### config.mk
export PLATFORM = sky130hd
export DESIGN_NAME = cpu_alu_seq
export DESIGN_NICKNAME = d
export VERILOG_FILES = /design/src/rtl/cpu_alu_seq.sv
export SDC_FILE = /design/constraint.sdc
export NUM_CORES = 1
export LEC_CHECK = 0
export BUFFER_PORTS_ARGS = -buffer_cell sky130_fd_sc_hd__clkbuf_2
export CAP_MARGIN = 40
export CORE_UTILIZATION = 40
export DETAILED_ROUTE_END_ITERATION = 10
export GPL_TIMING_DRIVEN = 0
export PLACE_DENSITY = 0.72
export RECOVER_POWER = 25
export SLEW_MARGIN = 40
export SYNTH_ARGS = -nofsm -noshare
export SYNTH_HDL_FRONTEND = slang
export SYNTH_SLANG_ARGS = --single-unit
export TNS_END_PERCENT = 10
### constraint.sdc
create_clock -name CLK -period 7 [get_ports CLK]
set_input_delay 1.05 -clock CLK [delete_from_list [all_inputs] [get_ports CLK]]
set_output_delay 1.05 -clock CLK [all_outputs]
set_load 0.05 [all_outputs]
### src/rtl/cpu_alu_seq.sv
// cpu_alu_seq: registered, parametrised ALU with one-hot op select and a
// START/BUSY/DONE handshake. ADD/SUB/AND/OR/XOR complete on the edge that
// accepts START. MUL is an iterative shift-and-add multiply that takes
// WIDTH cycles.
//
// Optional feature macro: ALU_MUL_EN. When it is undefined, no multiply
// datapath is built, a MUL decode is reported as illegal, and BUSY is tied to 0.
//
// Ports:
//   CLK    in   clock, rising edge
//   RST    in   synchronous active-high reset
//   START  in   operation request, sampled only while BUSY=0
//   A, B   in   [WIDTH-1:0] operands, latched on an accepted START
//   ICNT   in   [ICNT_W-1:0] one-hot op: 0=ADD 1=SUB 2=AND 3=OR 4=XOR 5=MUL
//   OUT    out  [WIDTH-1:0] registered result
//   FLAGS  out  [3:0] registered {Z,N,C,V}
//   BUSY   out  high while a MUL iterates
//   DONE   out  one-cycle completion pulse
//   ILL    out  one-cycle pulse with DONE for an illegal op
module cpu_alu_seq #(
  parameter int unsigned WIDTH  = 16,
  parameter int unsigned ICNT_W = 6
) (
  input  logic              CLK,
  input  logic              RST,
  input  logic              START,
  input  logic [WIDTH-1:0]  A,
  input  logic [WIDTH-1:0]  B,
  input  logic [ICNT_W-1:0] ICNT,
  output logic [WIDTH-1:0]  OUT,
  output logic [3:0]        FLAGS,
  output logic              BUSY,
  output logic              DONE,
  output logic              ILL
);

  localparam logic [0:0] S_IDLE = 1'b0;
  localparam logic [0:0] S_MUL  = 1'b1;

  logic [0:0]       state_q, state_d;
  logic [WIDTH-1:0] out_q, out_d;
  logic [3:0]       flags_q, flags_d;
  logic             done_q, done_d;
  logic             ill_q, ill_d;

  // Result of a completing operation, folded into OUT/FLAGS below.
  logic             fin;
  logic [WIDTH-1:0] res;
  logic             res_c, res_v;
  logic [WIDTH:0]   sum;

`ifdef ALU_MUL_EN
  localparam int unsigned CNT_W = $clog2(WIDTH);
  logic                   busy_q, busy_d;
  logic [2*WIDTH-1:0]     mcand_q, mcand_d;
  logic [2*WIDTH-1:0]     acc_q, acc_d;
  logic [2*WIDTH-1:0]     acc_nx;
  logic [WIDTH-1:0]       mplier_q, mplier_d;
  logic [CNT_W-1:0]       cnt_q, cnt_d;
`else
  logic unused_icnt;
  assign unused_icnt = ICNT[5];
`endif

  // Next-state / datapath.
  always_comb begin
    state_d  = state_q;
    out_d    = out_q;
    flags_d  = flags_q;
    done_d   = 1'b0;
    ill_d    = 1'b0;
    fin      = 1'b0;
    res      = '0;
    res_c    = 1'b0;
    res_v    = 1'b0;
    sum      = '0;
`ifdef ALU_MUL_EN
    busy_d   = busy_q;
    mcand_d  = mcand_q;
    acc_d    = acc_q;
    mplier_d = mplier_q;
    cnt_d    = cnt_q;
    acc_nx   = acc_q + (mplier_q[0] ? mcand_q : '0);
`endif
    case (state_q)
      S_IDLE: begin
        if (START) begin
          fin = 1'b1;
          // Priority: SUB > ADD > AND > OR > XOR > MUL.
          if (ICNT[1]) begin
            sum   = {1'b0, A} + {1'b0, ~B} + (WIDTH+1)'(1);
            res   = sum[WIDTH-1:0];
            res_c = sum[WIDTH];
            res_v = (A[WIDTH-1] != B[WIDTH-1]) && (sum[WIDTH-1] != A[WIDTH-1]);
          end else if (ICNT[0]) begin
            sum   = {1'b0, A} + {1'b0, B};
            res   = sum[WIDTH-1:0];
            res_c = sum[WIDTH];
            res_v = (A[WIDTH-1] == B[WIDTH-1]) && (sum[WIDTH-1] != A[WIDTH-1]);
          end else if (ICNT[2]) begin
            res = A & B;
          end else if (ICNT[3]) begin
            res = A | B;
          end else if (ICNT[4]) begin
            res = A ^ B;
`ifdef ALU_MUL_EN
          end else if (ICNT[5]) begin
            fin      = 1'b0;
            state_d  = S_MUL;
            busy_d   = 1'b1;
            mcand_d  = {WIDTH'(0), A};
            mplier_d = B;
            acc_d    = '0;
            cnt_d    = '0;
`endif
          end else begin
            // Illegal op: clear OUT, keep FLAGS.
            fin    = 1'b0;
            out_d  = '0;
            done_d = 1'b1;
            ill_d  = 1'b1;
          end
        end
      end
      S_MUL: begin
`ifdef ALU_MUL_EN
        // One shift-and-add step per cycle; the last step completes the op.
        acc_d    = acc_nx;
        mcand_d  = mcand_q << 1;
        mplier_d = mplier_q >> 1;
        cnt_d    = cnt_q + CNT_W'(1);
        if (cnt_q == CNT_W'(WIDTH-1)) begin
          fin     = 1'b1;
          res     = acc_nx[WIDTH-1:0];
          res_c   = |acc_nx[2*WIDTH-1:WIDTH];
          state_d = S_IDLE;
          busy_d  = 1'b0;
        end
`else
        state_d = S_IDLE;
`endif
      end
      default: state_d = S_IDLE;
    endcase
    if (fin) begin
      out_d   = res;
      flags_d = {(res == '0), res[WIDTH-1], res_c, res_v};
      done_d  = 1'b1;
    end
  end

  // State registers with synchronous reset.
  always_ff @(posedge CLK) begin
    if (RST) begin
      state_q  <= S_IDLE;
      out_q    <= '0;
      flags_q  <= '0;
      done_q   <= 1'b0;
      ill_q    <= 1'b0;
`ifdef ALU_MUL_EN
      busy_q   <= 1'b0;
      mcand_q  <= '0;
      acc_q    <= '0;
      mplier_q <= '0;
      cnt_q    <= '0;
`endif
    end else begin
      state_q  <= state_d;
      out_q    <= out_d;
      flags_q  <= flags_d;
      done_q   <= done_d;
      ill_q    <= ill_d;
`ifdef ALU_MUL_EN
      busy_q   <= busy_d;
      mcand_q  <= mcand_d;
      acc_q    <= acc_d;
      mplier_q <= mplier_d;
      cnt_q    <= cnt_d;
`endif
    end
  end

  assign OUT   = out_q;
  assign FLAGS = flags_q;
  assign DONE  = done_q;
  assign ILL   = ill_q;
`ifdef ALU_MUL_EN
  assign BUSY  = busy_q;
`else
  assign BUSY  = 1'b0;
`endif

endmodule
Word level (Yosys, flattened, before mapping)
Index checks and enable logic that the tools add are counted.
{ "word_totals": {"ff_bits": 22, "output_inout_bits": 23, "input_bits": 41} }
{ "op_classes": {"reduce_logical": 5, "n_bitwise": 4, "n_mux": 32, "addsub": 3, "n_eq_ne": 9} }
{ "ops": {"columns": ["operator", "n"], "rows": [
  ["two-way mux 16 bit", 13],
  ["adder 16 x 16 -> 17 bit", 2],
  ["two-way mux 1 bit", 19],
  ["adder 17 x 1 -> 17 bit, second input constant", 1],
  ["AND 16 bit", 1],
  ["zero test 16 bit", 1],
  ["inverter 16 bit", 1],
  ["bitwise OR 16 bit", 1],
  ["bitwise XOR 16 bit", 1],
  ["!= test 2 x 1 -> 1 bit, second input constant", 5],
  ["AND reduction 6 bit", 1],
  ["!= test 1 bit", 3],
  ["logical AND 1 bit", 2],
  ["nonzero test 2 bit", 1],
  ["equality test 1 bit", 1]
]} }

Longest topological paths before layout
{ "depth": {"ltp_word": 8, "depth_mapped": 12, "depth_no_buf": 12} }

Worst setup path after synthesis
No wires, ideal clock.
{ "synth_timing": {"path_type": "input port to flip-flop", "from": "input A[1]", "to": "register flags_q[3] (netlist: FLAGS[3])", "arrival_ps": 3522, "n_path_buf": 0, "required_ps": 6931, "setup_ps": 69, "path_stages": 11, "setup_slack_ps": 3409, "cell_sequence": "inv_1 -> ha_1 -> or2_4 -> a221oi_4 -> nor4_2 -> o41ai_4 -> a311oi_2 -> a31oi_1 -> o221ai_1 -> or4_1 -> o21ai_1"} }
{ "synth_between": {"elab_chain_cells": 8, "word_cells_on_any_way": 13, "classes_between": "3 x add/sub; 6 x mux; 3 x bitwise; 1 x reduce/logical"} }
{ "synth_rtl": {"columns": ["item", "line_no", "text"], "rows": [
  ["start: declaration", "27", "input logic [WIDTH-1:0] A,"],
  ["parallel branches: the longest is 5 deep, another holds adder 16 x 16 -> 17 bit", null, null],
  ["two-way mux 16 bit *", "90", "if (ICNT[1]) begin"],
  ["two-way mux 16 bit *", "87", "if (START) begin"],
  ["zero test 16 bit *", "147", "flags_d = {(res == '0), res[WIDTH-1], res_c, res_v};"],
  ["end signal: assignment", "170", "flags_q <= flags_d;"],
  ["end: declaration", "42", "logic [3:0] flags_q, flags_d;"]
]} }
Mark *: on every way between the ends.
A chain may end at the register's enable or synchronous reset.

Worst setup path in the final report
{ "layout_timing": {"from": "input A[0]", "to": "register flags_q[3] (netlist: FLAGS[3])"} }
The elaborated chain is that of the path after synthesis.

==> impl_metrics.toml <==
[clocking]
cts_tree = "yes"
cts_buffers = 3
cts_root_buffer = "clkbuf_8"
clk_latency_ns = 0.26
ctsHoldBuffers = 0
clk_pin_slew_worst_paths_ns = 0.08
h-tree-depth = 1
ctsResizeCount = 0
clock_path_buffers = 2
clock-sinks = 22
cts_setup_buffers = 0

[cells_and_area]
utilization = 0.475
nFillCells = 863
final_cell_mix = "inv_1, clkbuf_2, ha_1"
multiInputGateArea_sq_um = 2680
diodes = 0
area_growth_pct = 13.6
seqCellArea_sq_um = 440
layout_commonest_cell = "inv_1"
nets = 629
drive_gt1_frac = 0.143

[global_routing]
grtUsageTotal = 0.238
grt.overflow.total = 0
grt_max_degree = 13
grt_antenna_before_repair = 0
grt_pass1_wl_mm = 17.2
grt_pass1_vias = 3555

[route]
drtIter0Drc = 305
routed_wl_mm = 10.7
ant_nets = 0
wl_per_cell_um = 16.6
vias_per_cell = 5.88
dr.pass1.iters = 5
num_vias = 3773
drc = 0

[floorplan]
ios = 64
die_h_um = 95.1
die_w_um = 95.1
rows = 33
fp.dieArea_sq_um = 9040
start_util = 0.418
core_sq_um = 8300

[logic_synthesis]
synth_seq_cells = 22
synth_edf_count = 0
synthesis.nets = 565
synth_ff_type = "dfxtp_1"
avgSynthCellArea_sq_um = 7.31
synth_cell_type_count = 69
async_flop_share = 0
synth.cell_area_sq_um = 3470
synth.area.mux_share = 0.0318
synth_compound_area_frac = 0.334
synth-xor-area-share = 0.0303
synth_fa_ha_area_frac = 0.185
yosysSeqAreaShare = 0.127
yosysWarnings = 0
synth_top_family_by_area = "compound AO/OA/AOI/OAI gates"
synth-simple-area-share = 0.189
synth_cells = 474

[placed_design]
io_buffers = 59
hpwlAfterDp_mm = 8.58
gp_congestion = 0.958

[setup_path]
worstPathRequired_ns = 7.20
end_kind = "register"
critPathArrivalTime_ns = 4.10
path_class = "in -> reg"
setup.worst_path.start_class = "primary input"
path_max_fanout = 3

[pwr]
leakagePower_nw = 1.84
p_per_area_nw_per_um2 = 139
fin_total_pwr_uw = 549
ir_drop_mv = 0.0685

[timing]
final-hold-violation-count = 0
rsz0062_at_grt = "no"
tightest_slew_ns = 0.656
finalSetupViolCount = 0
maxSlewViolCount = 0
fin_crit_sh = 0.557
fin_crit_ns = 3.90
fmax_ghz = 0.256
slew_headroom = 0.560
skew_ns = 0
finalSetupTns_ns = 0

[job]
cap_violations = 0

[min_path]
hold_path.class = "reg -> reg"

[status]
status = "complete, no violations"
==> registers in the layout, indices dropped and copies added (netlist names) <==
signal  cells
DONE        1
FLAGS       4
ILL         1
OUT        16
==> final timing paths <==
kind | startpoint | end | slack [ns] | cells past startpoint
worst max-delay path | A[0] | FLAGS[3] | 3.10 | 13
worst min-delay path | OUT[15] | OUT[15] | 0.46 | 2
worst max register to register | OUT[8] | OUT[8] | 6.27 | 2
worst min register to register | OUT[15] | OUT[15] | 0.46 | 2
==> cell families (layout without fill, tap and decap cells) <==
logic type	count (synthesis)	count (layout)
flops	22	22
other cells	1	1
xor+xnor	12	12
simple gates	126	126
mux	11	11
compound gates	161	161
fa+ha+maj	50	50
buf+inv	91	154
==> power breakdown <==
| group | internal [mW] | switching, mW | total (mW) |
|---|---|---|---|
| sequential | 0.136 | 0.00585 | 0.142 |
| combinational | 0.110 | 0.208 | 0.317 |
| clock | 0.0501 | 0.0396 | 0.0897 |
==> routing by layer <==
| metal | track usage | share of wire | up-vias |
|---|---|---|---|
| li1 | - | - | 1823 |
| met1 | 0.319 | 0.45 | 1745 |
| met2 | 0.387 | 0.44 | 165 |
| met3 | 0.0271 | 0.070 | 40 |
| met4 | 0.0960 | 0.037 | 0 |
| met5 | 0 | 0 | - |
==> critical path: stages <==
cell and delay [ns]:
clkbuf_2 0.09, inv_1 0.05, ha_1 0.23, fa_1 0.42, or2_1 0.29, a22oi_1 0.23, nor3_1 0.08, a221oi_1 0.43
o211ai_1 0.17, nor4_1 0.29, nand4_1 0.13, or4_1 0.50, o21ai_1 0.13
==> metrics by stage <==
step	cells	worst slack (ns)	instance area, sq um	hold slack [ns]
after floorplan	474	3.41	3470	0.659
after global placement	638	2.88	3890	0.445
after detailed placement	638	2.87	3900	0.449
after CTS	642	3.13	3950	0.462
after global routing	642	2.92	3940	0.494
final	642	3.10	3940	0.461
==> synthesized netlist by cell type, drive strengths merged (7+ instances only) <==
library cell / instances / area (sq um)
a211oi: 17 / 128
o211ai: 10 / 75.1
a221oi: 10 / 111
nor2b: 7 / 43.8
or2: 8 / 52.6
a21o: 10 / 76.3
xnor2: 10 / 87.6
nand2: 19 / 71.3
nand2b: 10 / 62.6
o21ai: 21 / 105
buf: 11 / 53.8
inv: 60 / 225
mux2i: 11 / 110
nor3: 14 / 70.1
dfxtp: 22 / 440
a21oi: 41 / 205
nor2: 38 / 143
clkbuf: 19 / 71.3
ha: 48 / 601
==> area by class of cell <==
| class | count | share of cell area |
|---|---|---|
| multi-input combinational | 361 | 0.680 |
| sequential | 22 | 0.112 |
| timing repair buffer | 59 | 0.0718 |
| inverter | 61 | 0.0581 |
| tap | 105 | 0.0333 |
| buffer | 30 | 0.0314 |
| clock buffer | 4 | 0.0140 |
Note: power is estimated with default switching activity, not from simulation.
